[src/rtl/traffic_phase_scheduler_if.sv]
// traffic_phase_scheduler_if: sensor, preempt and signal-head bundle for the phase scheduler
interface traffic_phase_scheduler_if;
  logic x1;
  logic x2;
  logic x3;
  logic x4;
  logic emerg_req;
  logic [1:0] emerg_dir;
  logic [2:0] n_lights;
  logic [2:0] s_lights;
  logic [2:0] e_lights;
  logic [2:0] w_lights;
  logic [1:0] active_dir;
  logic green_valid;
  modport master (
    output x1, x2, x3, x4, emerg_req, emerg_dir,
    input n_lights, s_lights, e_lights, w_lights, active_dir, green_valid
  );
  modport slave (
    input x1, x2, x3, x4, emerg_req, emerg_dir,
    output n_lights, s_lights, e_lights, w_lights, active_dir, green_valid
  );
endinterface

[src/rtl/traffic_phase_scheduler.sv]
// traffic_phase_scheduler: actuated round-robin four-way phase scheduler with emergency preempt
module traffic_phase_scheduler #(
  parameter int MIN_GREEN = 4,
  parameter int MAX_GREEN = 12,
  parameter int YELLOW_CYC = 3,
  parameter int ALLRED_CYC = 1,
  parameter int CNT_W = 8
) (
  input logic clk,
  input logic rst_a,
  traffic_phase_scheduler_if.slave bus
);
  typedef enum logic [1:0] {IDLE, GREEN, YELLOW, ALLRED} state_t;
  localparam logic [CNT_W-1:0] MIN_LAST = CNT_W'(MIN_GREEN - 1);
  localparam logic [CNT_W-1:0] MAX_LAST = CNT_W'(MAX_GREEN - 1);
  localparam logic [CNT_W-1:0] YEL_LAST = CNT_W'(YELLOW_CYC - 1);
  localparam logic [CNT_W-1:0] RED_LAST = CNT_W'(ALLRED_CYC - 1);
  state_t state, state_next;
  logic [CNT_W-1:0] cnt;
  logic [3:0] pending, sensors, green_mask;
  logic [1:0] rr_ptr, dir, sel;
  logic [3:0][2:0] heads;
  logic other, demand, start;
  assign sensors = {bus.x4, bus.x3, bus.x2, bus.x1};
  assign other = |pending;
  assign demand = other | bus.emerg_req;
  assign start = state_next == GREEN && state != GREEN;
  assign green_mask = state == GREEN ? 4'b0001 << dir : 4'b0000;
  // grant: first pending approach after rr_ptr, overridden by the preempt direction
  always_comb begin
    sel = rr_ptr;
    for (int k = 4; k >= 1; k--) if (pending[rr_ptr + 2'(k)]) sel = rr_ptr + 2'(k);
    if (bus.emerg_req) sel = bus.emerg_dir;
  end
  // state, phase counter, sticky requests and served approach
  always_ff @(posedge clk or posedge rst_a)
    if (rst_a) begin
      state <= IDLE;
      cnt <= '0;
      pending <= '0;
      rr_ptr <= 2'd3;
      dir <= 2'd0;
    end else begin
      state <= state_next;
      cnt <= state_next != state || state == IDLE ? '0 : cnt == '1 ? cnt : cnt + CNT_W'(1);
      pending <= (pending | (sensors & ~green_mask)) & ~(start ? 4'b0001 << sel : 4'b0000);
      if (start) begin
        rr_ptr <= sel;
        dir <= sel;
      end
    end
  // phase sequencing: actuated green, fixed yellow and all-red, preempt shortcuts
  always_comb begin
    state_next = state;
    unique case (state)
      IDLE: if (demand) state_next = GREEN;
      GREEN: if (bus.emerg_req ? bus.emerg_dir != dir
                 : cnt >= MIN_LAST && other && (!sensors[dir] || cnt >= MAX_LAST)) state_next = YELLOW;
      YELLOW: if (cnt == YEL_LAST) state_next = ALLRED;
      ALLRED: if (cnt == RED_LAST) state_next = demand ? GREEN : IDLE;
    endcase
  end
  // head decode: only the served approach may leave red
  always_comb begin
    for (int i = 0; i < 4; i++)
      heads[i] = 2'(i) != dir || state == IDLE || state == ALLRED ? 3'b100 : state == GREEN ? 3'b001 : 3'b010;
    bus.n_lights = heads[0];
    bus.s_lights = heads[1];
    bus.e_lights = heads[2];
    bus.w_lights = heads[3];
    bus.active_dir = dir;
    bus.green_valid = state == GREEN;
  end
endmodule

[src/flat_wrapper.sv]
// flat-port wrapper written by rule: the top's interface ports become plain ports
module traffic_phase_scheduler_flat 
#(
  parameter int MIN_GREEN = 4,
  parameter int MAX_GREEN = 12,
  parameter int YELLOW_CYC = 3,
  parameter int ALLRED_CYC = 1,
  parameter int CNT_W = 8
)
  (clk, rst_a, bus_x1, bus_x2, bus_x3, bus_x4, bus_emerg_req, bus_emerg_dir, bus_n_lights, bus_s_lights, bus_e_lights, bus_w_lights, bus_active_dir, bus_green_valid);
  traffic_phase_scheduler_if bus_i ();
  input logic clk;
  input logic rst_a;
  input wire logic [$bits(bus_i.x1)-1:0] bus_x1;
  input wire logic [$bits(bus_i.x2)-1:0] bus_x2;
  input wire logic [$bits(bus_i.x3)-1:0] bus_x3;
  input wire logic [$bits(bus_i.x4)-1:0] bus_x4;
  input wire logic [$bits(bus_i.emerg_req)-1:0] bus_emerg_req;
  input wire logic [$bits(bus_i.emerg_dir)-1:0] bus_emerg_dir;
  output wire logic [$bits(bus_i.n_lights)-1:0] bus_n_lights;
  output wire logic [$bits(bus_i.s_lights)-1:0] bus_s_lights;
  output wire logic [$bits(bus_i.e_lights)-1:0] bus_e_lights;
  output wire logic [$bits(bus_i.w_lights)-1:0] bus_w_lights;
  output wire logic [$bits(bus_i.active_dir)-1:0] bus_active_dir;
  output wire logic [$bits(bus_i.green_valid)-1:0] bus_green_valid;
  assign bus_i.x1 = bus_x1;
  assign bus_i.x2 = bus_x2;
  assign bus_i.x3 = bus_x3;
  assign bus_i.x4 = bus_x4;
  assign bus_i.emerg_req = bus_emerg_req;
  assign bus_i.emerg_dir = bus_emerg_dir;
  assign bus_n_lights = bus_i.n_lights;
  assign bus_s_lights = bus_i.s_lights;
  assign bus_e_lights = bus_i.e_lights;
  assign bus_w_lights = bus_i.w_lights;
  assign bus_active_dir = bus_i.active_dir;
  assign bus_green_valid = bus_i.green_valid;
  traffic_phase_scheduler #(.MIN_GREEN(MIN_GREEN), .MAX_GREEN(MAX_GREEN), .YELLOW_CYC(YELLOW_CYC), .ALLRED_CYC(ALLRED_CYC), .CNT_W(CNT_W)) u_core (.clk(clk), .rst_a(rst_a), .bus(bus_i));
endmodule
[config.mk]
export PLATFORM = sky130hd
export DESIGN_NAME = traffic_phase_scheduler_flat
export DESIGN_NICKNAME = d
export VERILOG_FILES = /design/src/rtl/traffic_phase_scheduler_if.sv /design/src/rtl/traffic_phase_scheduler.sv /design/src/flat_wrapper.sv
export SDC_FILE = /design/constraint.sdc
export NUM_CORES = 1
export LEC_CHECK = 0
export ABC_AREA = 1
export CAP_MARGIN = 25
export CORE_ASPECT_RATIO = 1.75
export CORE_MARGIN = 2
export CORE_UTILIZATION = 44
export CTS_CLUSTER_DIAMETER = 50
export DETAILED_ROUTE_END_ITERATION = 8
export GPL_TIMING_DRIVEN = 0
export PLACE_DENSITY = 0.69
export SLEW_MARGIN = 20
export SYNTH_ARGS = -nofsm -noshare
export SYNTH_HDL_FRONTEND = slang
export SYNTH_SLANG_ARGS = --single-unit
[constraint.sdc]
create_clock -name clk -period 2 [get_ports clk]
set_input_delay 0.4 -clock clk [delete_from_list [all_inputs] [get_ports clk]]
set_output_delay 0.4 -clock clk [all_outputs]
set_load 0.005 [all_outputs]
; ---- Word-level counts from Yosys, hierarchy flattened
; Cells that the tools add are included.
[word_totals]
regBits = 18
inputBits = 9
out_inout_bits = 15
elab_cells = 82
[op_classes]
add_sub_neg = 4
magnitude_cmp = 6
n_eq_ne = 13
shift = 2
n_mux = 28
bitwise = 6
n_reduce_logical = 18
[ops]
columns = operator, n
row1 = $mux 2, 9
row2 = $mux 8, 2
row3 = $lt 2x3->1 const B, 4
row4 = $mux 3, 4
row5 = $logic_or 1x1->1, 10
row6 = $add 8x1->8 const B, 1
row7 = $and 4x4->4, 2
row8 = $bmux 1 s2, 4
row9 = $eq 8x2->1 const B, 1
row10 = $eq 8x8->1 const B, 1
row11 = $ge 8x2->1 const B, 1
row12 = $ge 8x4->1 const B, 1
row13 = $logic_not 8->1, 1
row14 = $mux 4, 2
row15 = $not 4->4, 2
row16 = $pmux 2 s4, 1
row17 = $shl 1x2->4 const A, 2
row18 = $mux 1, 6
row19 = $add 2x2->2 const B, 2
row20 = $eq 2x1->1 const B, 2
row21 = $eq 2x2->1 const B, 2
row22 = $ne 2x1->1 const B, 2
row23 = $ne 2x2->1, 2
row24 = $ne 2x2->1 const A, 2
row25 = other kinds (9), 11

; ---- Depth between registers and ports, before layout
; Gate-level depths: netlist of run 1.
[logic_depth]
depth_word = 13
mapped_depth = 14
mapped_depth_nobuf = 14

; ---- Worst setup path before layout of run 1
; Ideal clock, no wire load.
[synth_timing]
kind = reg2reg
start = reg u_core.cnt[0]
end = reg u_core.cnt[0]
setup_time_ps = 127
t_arrival_ps = 1405
required_ps = 1873
setup_slack_ps = 468
stages_incl_launch_ff = 12
n_path_buf = 0
period_less_slack_ps = 1532
cell_sequence = dfrtp_1 ha_1 inv_1 nand2_1 a21oi_1 nand2_1 nand2_2 nand3_4 nand2_4 nand3_4 o21ai_4 nor2_2
[synth_via]
elab_chain_cells = 9
elab_cells_between_ends = 19
classes_between = 1 x add/sub / 2 x order compare / 4 x eq/ne / 7 x mux / 5 x reduce/logical
[synth_lines]
columns = item, line_no
row1 = from (decl), traffic_phase_scheduler.sv:19  ; logic [CNT_W-1:0] cnt;
row2 = from (signal assigned), traffic_phase_scheduler.sv:45  ; cnt <= state_next != state || state == IDLE ? '0 : cnt == '1 ? cnt : cnt + CNT_W'(1);
row3 = $ge 8x2->1 / $ge 8x4->1 (equally long branches), traffic_phase_scheduler.sv:58  ; : cnt >= MIN_LAST && other && (!sensors[dir] || cnt >= MAX_LAST)) state_next = YELLOW;
row4 = $logic_and 1x1->1 / $logic_or 1x1->1 (equally long branches), traffic_phase_scheduler.sv:58
row5 = $logic_and 1x1->1, traffic_phase_scheduler.sv:58
row6 = $mux 1, traffic_phase_scheduler.sv:57  ; GREEN: if (bus.emerg_req ? bus.emerg_dir != dir
row7 = $mux 2, traffic_phase_scheduler.sv:57
row8 = $pmux 2 s4, traffic_phase_scheduler.sv:55  ; unique case (state)
row9 = $ne 2x2->1, traffic_phase_scheduler.sv:45
row10 = $logic_or 1x1->1, traffic_phase_scheduler.sv:45
row11 = $ne 2x1->1 (no source line) / $mux 8 (equally long branches), --
; Parallel ways exist; a longest one is shown, timed or not. The select of a mux whose other input is x is not followed.
; A chain may end at the register's enable or synchronous reset.

; ---- Worst setup path in the final report of run 1
[layout_timing]
start = reg u_core.state[0]
end = out bus_e_lights[2]
[layout_via]
elab_chain_cells = 4
elab_cells_between_ends = 5
classes_between = 1 x eq/ne / 1 x mux / 3 x reduce/logical
[layout_lines]
columns = item, line_no
row1 = from (decl), traffic_phase_scheduler.sv:18  ; state_t state, state_next;
row2 = from (signal assigned), traffic_phase_scheduler.sv:44  ; state <= state_next;
row3 = $logic_not 2->1, traffic_phase_scheduler.sv:66  ; heads[i] = 2'(i) != dir || state == IDLE || state == ALLRED ? 3'b100 : state == GREEN ? 3'b001 : 3'b010;
row4 = $logic_or 1x1->1, traffic_phase_scheduler.sv:66
row5 = $logic_or 1x1->1 *, traffic_phase_scheduler.sv:66
row6 = $mux 3 *, traffic_phase_scheduler.sv:66
row7 = to (decl), flat_wrapper.sv:22  ; output wire logic [$bits(bus_i.e_lights)-1:0] bus_e_lights;
; Every way passes the cells marked *; elsewhere a longest branch is shown, timed or not.

==> metrics, run 1 <==
status finished clean; Mapped Avg Cell Area 6.87 sq um; Post-Syn Nets 233; RR Endpoint u_core.cnt[7]; Hold Buf Count CTS 0; total power 0.00304 W; die area 3960 sq um; GP Congestion 0.820; Post-synth EDFFs 0; Crit. End Element output pin; worst min path class reg -> reg; port buffer count 23; via count 1464; clock sink count 18; core area 3330 sq um; R2R depth 16; Post-synth ARST share 100%; Area Growth Syn to Fin 33.0%; Die X 48.4 microns; antenna viol nets, final 0; top area cells in the synthesized netlist dfrtp_1 (26%), nand2_1 (16%), inv_1 (6.2%), nor2_1 (5.9%), nor2_2 (5.4%); Inserted Clock Buffers 3; Slew Limit Fails 0; post-DP HPWL 2730 microns; Routed WL per cell 11.9 microns; top-area cell type share of the netlist area 26.4%; crit-path max FO 5; Worst Setup Path Type reg -> out; top_reg_cell synth dfrtp_1; first-pass GRT wire length 6310 microns; CTS tree built; WP data required 1.60 ns; Setup-failing EPs final 0; final hold vios 0; max capacitance violation total 0; Setup WS pre-CTS 0.0206 ns; Non-Filler Instances 307; share of cells above drive strength 1 29.4%; NumNets Final 275; Worst Tran Pin Value 0.712 ns; Worst Skew 0.00442 ns; Worst VDD drop 0.000750 V; initial antenna violation count 0; final WL 3650 microns; Syn Inst Count 221; CTS Buffer Depth 2; vias in the first global route 1466; yosys warns 0; H-tree depth reported by CTS 1; global route total overflow 0; drc violations 0; crit start category flop; hold_ws 0.515 ns; DRT iter0 DRCs 24; largest net degree at the start of global routing 19; Power Density 1510 nW/um^2; Die Ht 81.7 microns; Final WS setup 0.0648 ns; GRT Total Usage 20.4%; Leak 1.01 nW; DP Area 1810 sq um; n_diodes 0; clk root buf clkbuf_8; normalized max-slew margin 52.5%; first-pass iteration count of the detailed router 4; hold wc startpoint u_core.rr_ptr[1]; Max Freq 0.517 GHz; Vias/cell 4.77; register bit total from synthesis 18; final instance area 2020 sq um; clock latency at the later pin of the worst-skew pair 0.25 ns; synth unique cells 32; worst r2r src u_core.bus.active_dir[0]; Tmin final 1.94 ns; initial core utilization 45.6%; Inst Count DP 289; Final Cycle Share 96.8%; crit path DAT 1.54 ns; mapped cell area 1520 sq um; post-synthesis sequential area ratio 29.8%; crit path launch u_core.state[0]; hold endpoint u_core.rr_ptr[1]; clock-pin slew on the worst setup and hold paths 0.07 ns; Synth area leader dfrtp_1; reg2reg setup slack 0.11 ns; hold path cells 2; row cnt 28; I/O pin total 24
==> worst max path at each step <==
stage / endpoint / cells past startpoint
after floorplan: u_core.cnt[0] / 11
after global placement: u_core.cnt[1] / 9
after detailed placement: bus_n_lights[0] / 5
after CTS: bus_w_lights[2] / 4
after global routing: u_core.cnt[4] / 16
final: bus_e_lights[2] / 4
==> per-layer routing <==
metal	part of all wire, %	routed length, microns	vias to the layer above	global-route usage, %
met2	58	2110	18	41.3
met4	3.5	127	0	9.43
met1	37	1360	667	21.0
met5	0	0	-	0
met3	1.7	61	10	2.00
li1	-	-	769	-
==> area by class of cell <==
class	count	area, sq um
tap	45	56.3
clock buffer	4	45.0
sequential	18	455
timing repair buffer	37	348
buffer	3	30.0
inverter	34	131
multi-input combinational	166	955
fill	324	1310
==> repair_timing <==
item                       CTS  global route
buffers inserted            12             2
gates cloned                 0             0
pin swaps                    2             4
setup endpoints to repair   10            16
resized for setup           18             9
==> cells in the mapped netlist (2+ instances only) <==
cell       n
xor2_1     5
o21ai_1    3
a21oi_1    6
dfstp_2    2
nand3_2    2
nand4_1    3
nand3_1   14
nand2_2    4
o21bai_1   2
nand3_4    3
nor2_2    13
nor2_1    24
inv_1     25
o21ai_0    3
ha_1       3
inv_2      8
dfrtp_1   16
o21ai_2    2
nand2_1   66
buf_4      2
nor2_4     4
==> critical path: stages, from the launching register on <==
cell and delay [ns]:
dfrtp_2 0.45, nor2_4 0.13, clkinv_2 0.09, nand3_1 0.10
clkdlybuf4s50_1 0.51
==> kinds of logic after synthesis <==
group / synth area share [%]
compound gates: 9.47
xor+xnor: 2.88
fa+ha+maj: 2.47
buf+inv: 10.2
flops: 29.8
simple gates: 45.1
==> where the power goes <==
part | switching, W | internal, W
logic | 0.00121 | 0.000959
clock network | 0.000121 | 0.000141
registers | 0.000122 | 0.000493
total | 0.00145 | 0.00159
==> stage by stage <==
step,setup TNS [ns],utilization (%)
2_1_floorplan,0,-
5_1_grt,-0.00103,60.7
3_5_place_dp,0,54.2
6_report,0,60.7
4_1_cts,0,58.9
3_3_place_gp,0,54.2
==> flip-flops by register name (all words and copies together), names as in the netlist <==
| signal | flops |
|---|---|
| u_core.bus.active_dir | 2 |
| u_core.cnt | 8 |
| u_core.pending | 4 |
| u_core.rr_ptr | 2 |
| u_core.state | 2 |
==> cells in the final DEF, fill, tap and decap left out, types with 2 or more instances in the layout <==
master	Yosys	layout
nor2_4	4	6
inv_2	8	7
clkdlybuf4s50_1	0	14
nor2_1	24	18
dlygate4sd2_1	0	7
buf_4	2	13
dfrtp_1	16	14
inv_1	25	25
o21ai_1	3	3
xor2_1	5	5
nand2_1	66	62
a21oi_1	6	6
ha_1	3	3
o21ai_2	2	2
buf_6	1	3
nor2_2	13	17
clkbuf_8	0	3
dfstp_2	2	2
nand3_1	14	14
nand3_2	2	2
dlymetal6s2s_1	0	2
o21bai_1	2	2
o21ai_0	3	3
nand2_2	4	8
nand4_1	3	3
nand3_4	3	3
dfrtp_2	0	2
(Power assumes the default switching activity.)
==> run 2: changes to the inputs <==
CELL_PAD_IN_SITES_DETAIL_PLACEMENT = 0   (was not set)
CELL_PAD_IN_SITES_GLOBAL_PLACEMENT = 1   (was not set)
CORE_UTILIZATION = 41   (was 44)
PLACE_DENSITY = 0.86   (was 0.69)
clock period = 2.4 ns   (was 2 ns; I/O delays follow)
==> run 2 against run 1 <==
Cell area fell by 7.5%. Via count decreased by 4.4%. Routed wire length increased by 1.4%. Utilization fell by 8.7 points. Clock-buffer cell count is the same. Non-clock buffer count fell by 13. Combinational power decreased by 30%. Critical endpoint is now bus_e_lights[0]. Highest routed layer unchanged.
==> metrics, run 2 (synthesized netlist as in run 1, its figures left out) <==
status finished clean; Area Growth Syn to Fin 23.1%; worst r2r src u_core.rr_ptr[0]; CP max stage cell clkdlybuf4s50_1; Inserted Clock Buffers 3 (unchanged); most frequent cells in the layout nand2_1 (66), inv_1 (25), nor2_1 (24); filler cell count 387 (+19%); drc violations 0 (unchanged); Final Cycle Share 92.2%; P_sw 0.00111 W (-23%); first-pass GRT wire length 6420 microns (+1.9%); total power 0.00228 W (-25%); Vias/cell 4.74 (-0.55%); crit-path max FO 4 (-1); clock-pin slew on the worst setup and hold paths 0.07 ns (about the same); Tmin final 2.21 ns; RR Endpoint u_core.pending[0]; initial core utilization 42.3% (-3.4 points); Setup WS pre-CTS 0.270 ns (+0.250 ns); core area 3590 sq um (+7.9%); GRT Total Usage 19.7% (-0.73 points); Max Freq 0.452 GHz; Setup-failing EPs final 0 (unchanged); hold wc startpoint u_core.rr_ptr[1]; max capacitance violation total 0 (unchanged); crit path DAT 1.73 ns (+0.19 ns); Crit. End Element output pin; vias in the first global route 1471 (+0.34%); worst setup path endpoint bus_e_lights[0]; multi-input combinational cell area 911 sq um (-4.6%); final WL 3710 microns (+1.4%); port buffer count 23 (unchanged); Setup TNS 0 ns (unchanged); Worst Tran Pin Value 0.721 ns (+0.00915 ns); reg2reg setup slack 0.65 ns (+0.54 ns); DRT iter0 DRCs 26 (+8.3%); R2R depth 12 (-4); Gate power share 66.6% (-4.6 points); final core occ 52.0% (-8.7 points); top flop regs u_core.cnt (8), u_core.pending (4); clock sink count 18 (unchanged); GP Congestion 0.778 (-5.2%); CTS tree built; Final WS setup 0.186 ns (+0.122 ns); register area 453 sq um (-0.55%); cts repair resizes 0 (-18); Int Power 0.00117 W (-26%); via count 1399 (-4.4%); crit path launch u_core.state[0]; initial antenna violation count 0 (unchanged); met1 Use GR 17.8% (-3.2 points); CP most frequent cell inv_2; most common cell after layout, fill and taps aside nand2_1; met3 Use GR 1.60% (-0.40 points); die area 4230 sq um (+6.8%); post-DP HPWL 3100 microns (+14%); NumNets Final 262 (-4.7%); Worst Setup Path Type reg -> out; clk root buf clkbuf_8; Slew Limit Fails 0 (unchanged); Routed WL per cell 12.6 microns (+5.5%); WP data required 1.92 ns (+0.32 ns); n_diodes 0 (unchanged); Die Ht 84.5 microns (+3.4%); row cnt 29 (+3.6%); H-tree depth reported by CTS 1 (unchanged); max reg flops 8 (unchanged); RSZ-0062 raised after global routing false; Die X 50.0 microns (+3.3%); final hold vios 0 (unchanged); M2 GR Usage 42.6% (+1.3 points); normalized max-slew margin 51.9% (-0.61 points); Power Density 1220 nW/um^2 (-19%); Seq pwr share 22.2% (+2.0 points); antenna viol nets, final 0 (unchanged); worst-path cell chain inv_2 > nor2_4 > inv_2 > nor2_1 > clkdlybuf4s50_1; Leak 0.910 nW (-10%); gr busiest metal met2; Worst Skew 0.00205 ns (-0.00237 ns); first-pass iteration count of the detailed router 4 (unchanged); Max stage delay on crit path 0.54 ns (+0.03 ns); worst min path class reg -> reg; Worst VDD drop 0.000490 V (-35%); clock latency at the later pin of the worst-skew pair 0.26 ns (about the same); share of cells above drive strength 1 21.3% (-8.1 points); I/O pin total 24 (unchanged); CTS Buffer Depth 2 (unchanged); largest net degree at the start of global routing 19 (unchanged); register with the most flip-flops u_core.cnt; Net Sw Frac 48.6% (+0.94 points); clock power share 11.2% (+2.6 points); global route total overflow 0 (unchanged); crit start category flop
-- run 2: changes by cell type in the layout (fill, tap and decap cells not counted), moves of 4 or more --
cell | before | now
nor2_2 | 17 | 13
dlygate4sd2_1 | 7 | 0
clkdlybuf4s50_1 | 14 | 23
buf_4 | 13 | 3
nor2_1 | 18 | 24
nand2_1 | 62 | 66
nand2_2 | 8 | 4
-- run 2: cell type report --
type                            count  share of cell area (%)
Clock buffer                        4                    2.95
Buffer                              3                    1.41
Tap cell                           46                    3.08
Timing Repair Buffer               24                    12.7
Multi-Input combinational cell    166                    48.7
Inverter                           34                    6.89
Sequential cell                    18                    24.2
-- run 2: stage by stage --
step | hold slack [ns] | area, sq um | cells
5_1_grt | 0.572 | 1870 | 295
3_3_place_gp | 0.522 | 1810 | 290
2_1_floorplan | 0.417 | 1520 | 221
6_report | 0.527 | 1870 | 295
4_1_cts | 0.532 | 1870 | 295
3_5_place_dp | 0.520 | 1810 | 290
-- run 2: worst min path at each step --
stage / to / slack [ns] / depth (start not counted)
6_report: u_core.rr_ptr[1] / 0.53 / 2
2_1_floorplan: u_core.bus.active_dir[0] / 0.42 / 1
5_1_grt: u_core.rr_ptr[1] / 0.57 / 2
4_1_cts: u_core.rr_ptr[1] / 0.53 / 2
3_5_place_dp: u_core.rr_ptr[1] / 0.52 / 2
3_3_place_gp: u_core.rr_ptr[1] / 0.52 / 2
-- run 2: metal layers --
metal / share of wire, % / routed length (microns)
met1: 33 / 1220
met2: 65 / 2420
met3: 1.0 / 38
met4: 0.92 / 34
met5: 0 / 0
-- run 2: repair_timing --
action	CTS	global route
setup endpoints to repair	1	0
hold buffers	0	0
buffers inserted	1	0
-- run 2: worst max-delay path, delay by kind of cell, from the launching register on --
family	cells	cell delay [ns]
and+or+nand+nor	2	0.32
buffers and inverters	3	0.72
DFF	1	0.44
-- run 2: power by group through the flow --
stage | Sequential, W | Combinational (W) | Clock, W
after floorplan | 0.000492 | 0.00110 | 0
after global placement | 0.000512 | 0.00151 | 0
after detailed placement | 0.000514 | 0.00152 | 0
after CTS | 0.000509 | 0.00155 | 0.000263
after global routing | 0.000527 | 0.00172 | 0.000276
final | 0.000507 | 0.00152 | 0.000256
==> run 3: changes to the inputs <==
GPL_ROUTABILITY_DRIVEN = 0   (was not set)
==> results of run 3 <==
Final layout, timing and power as in run 2 (identical DEF).
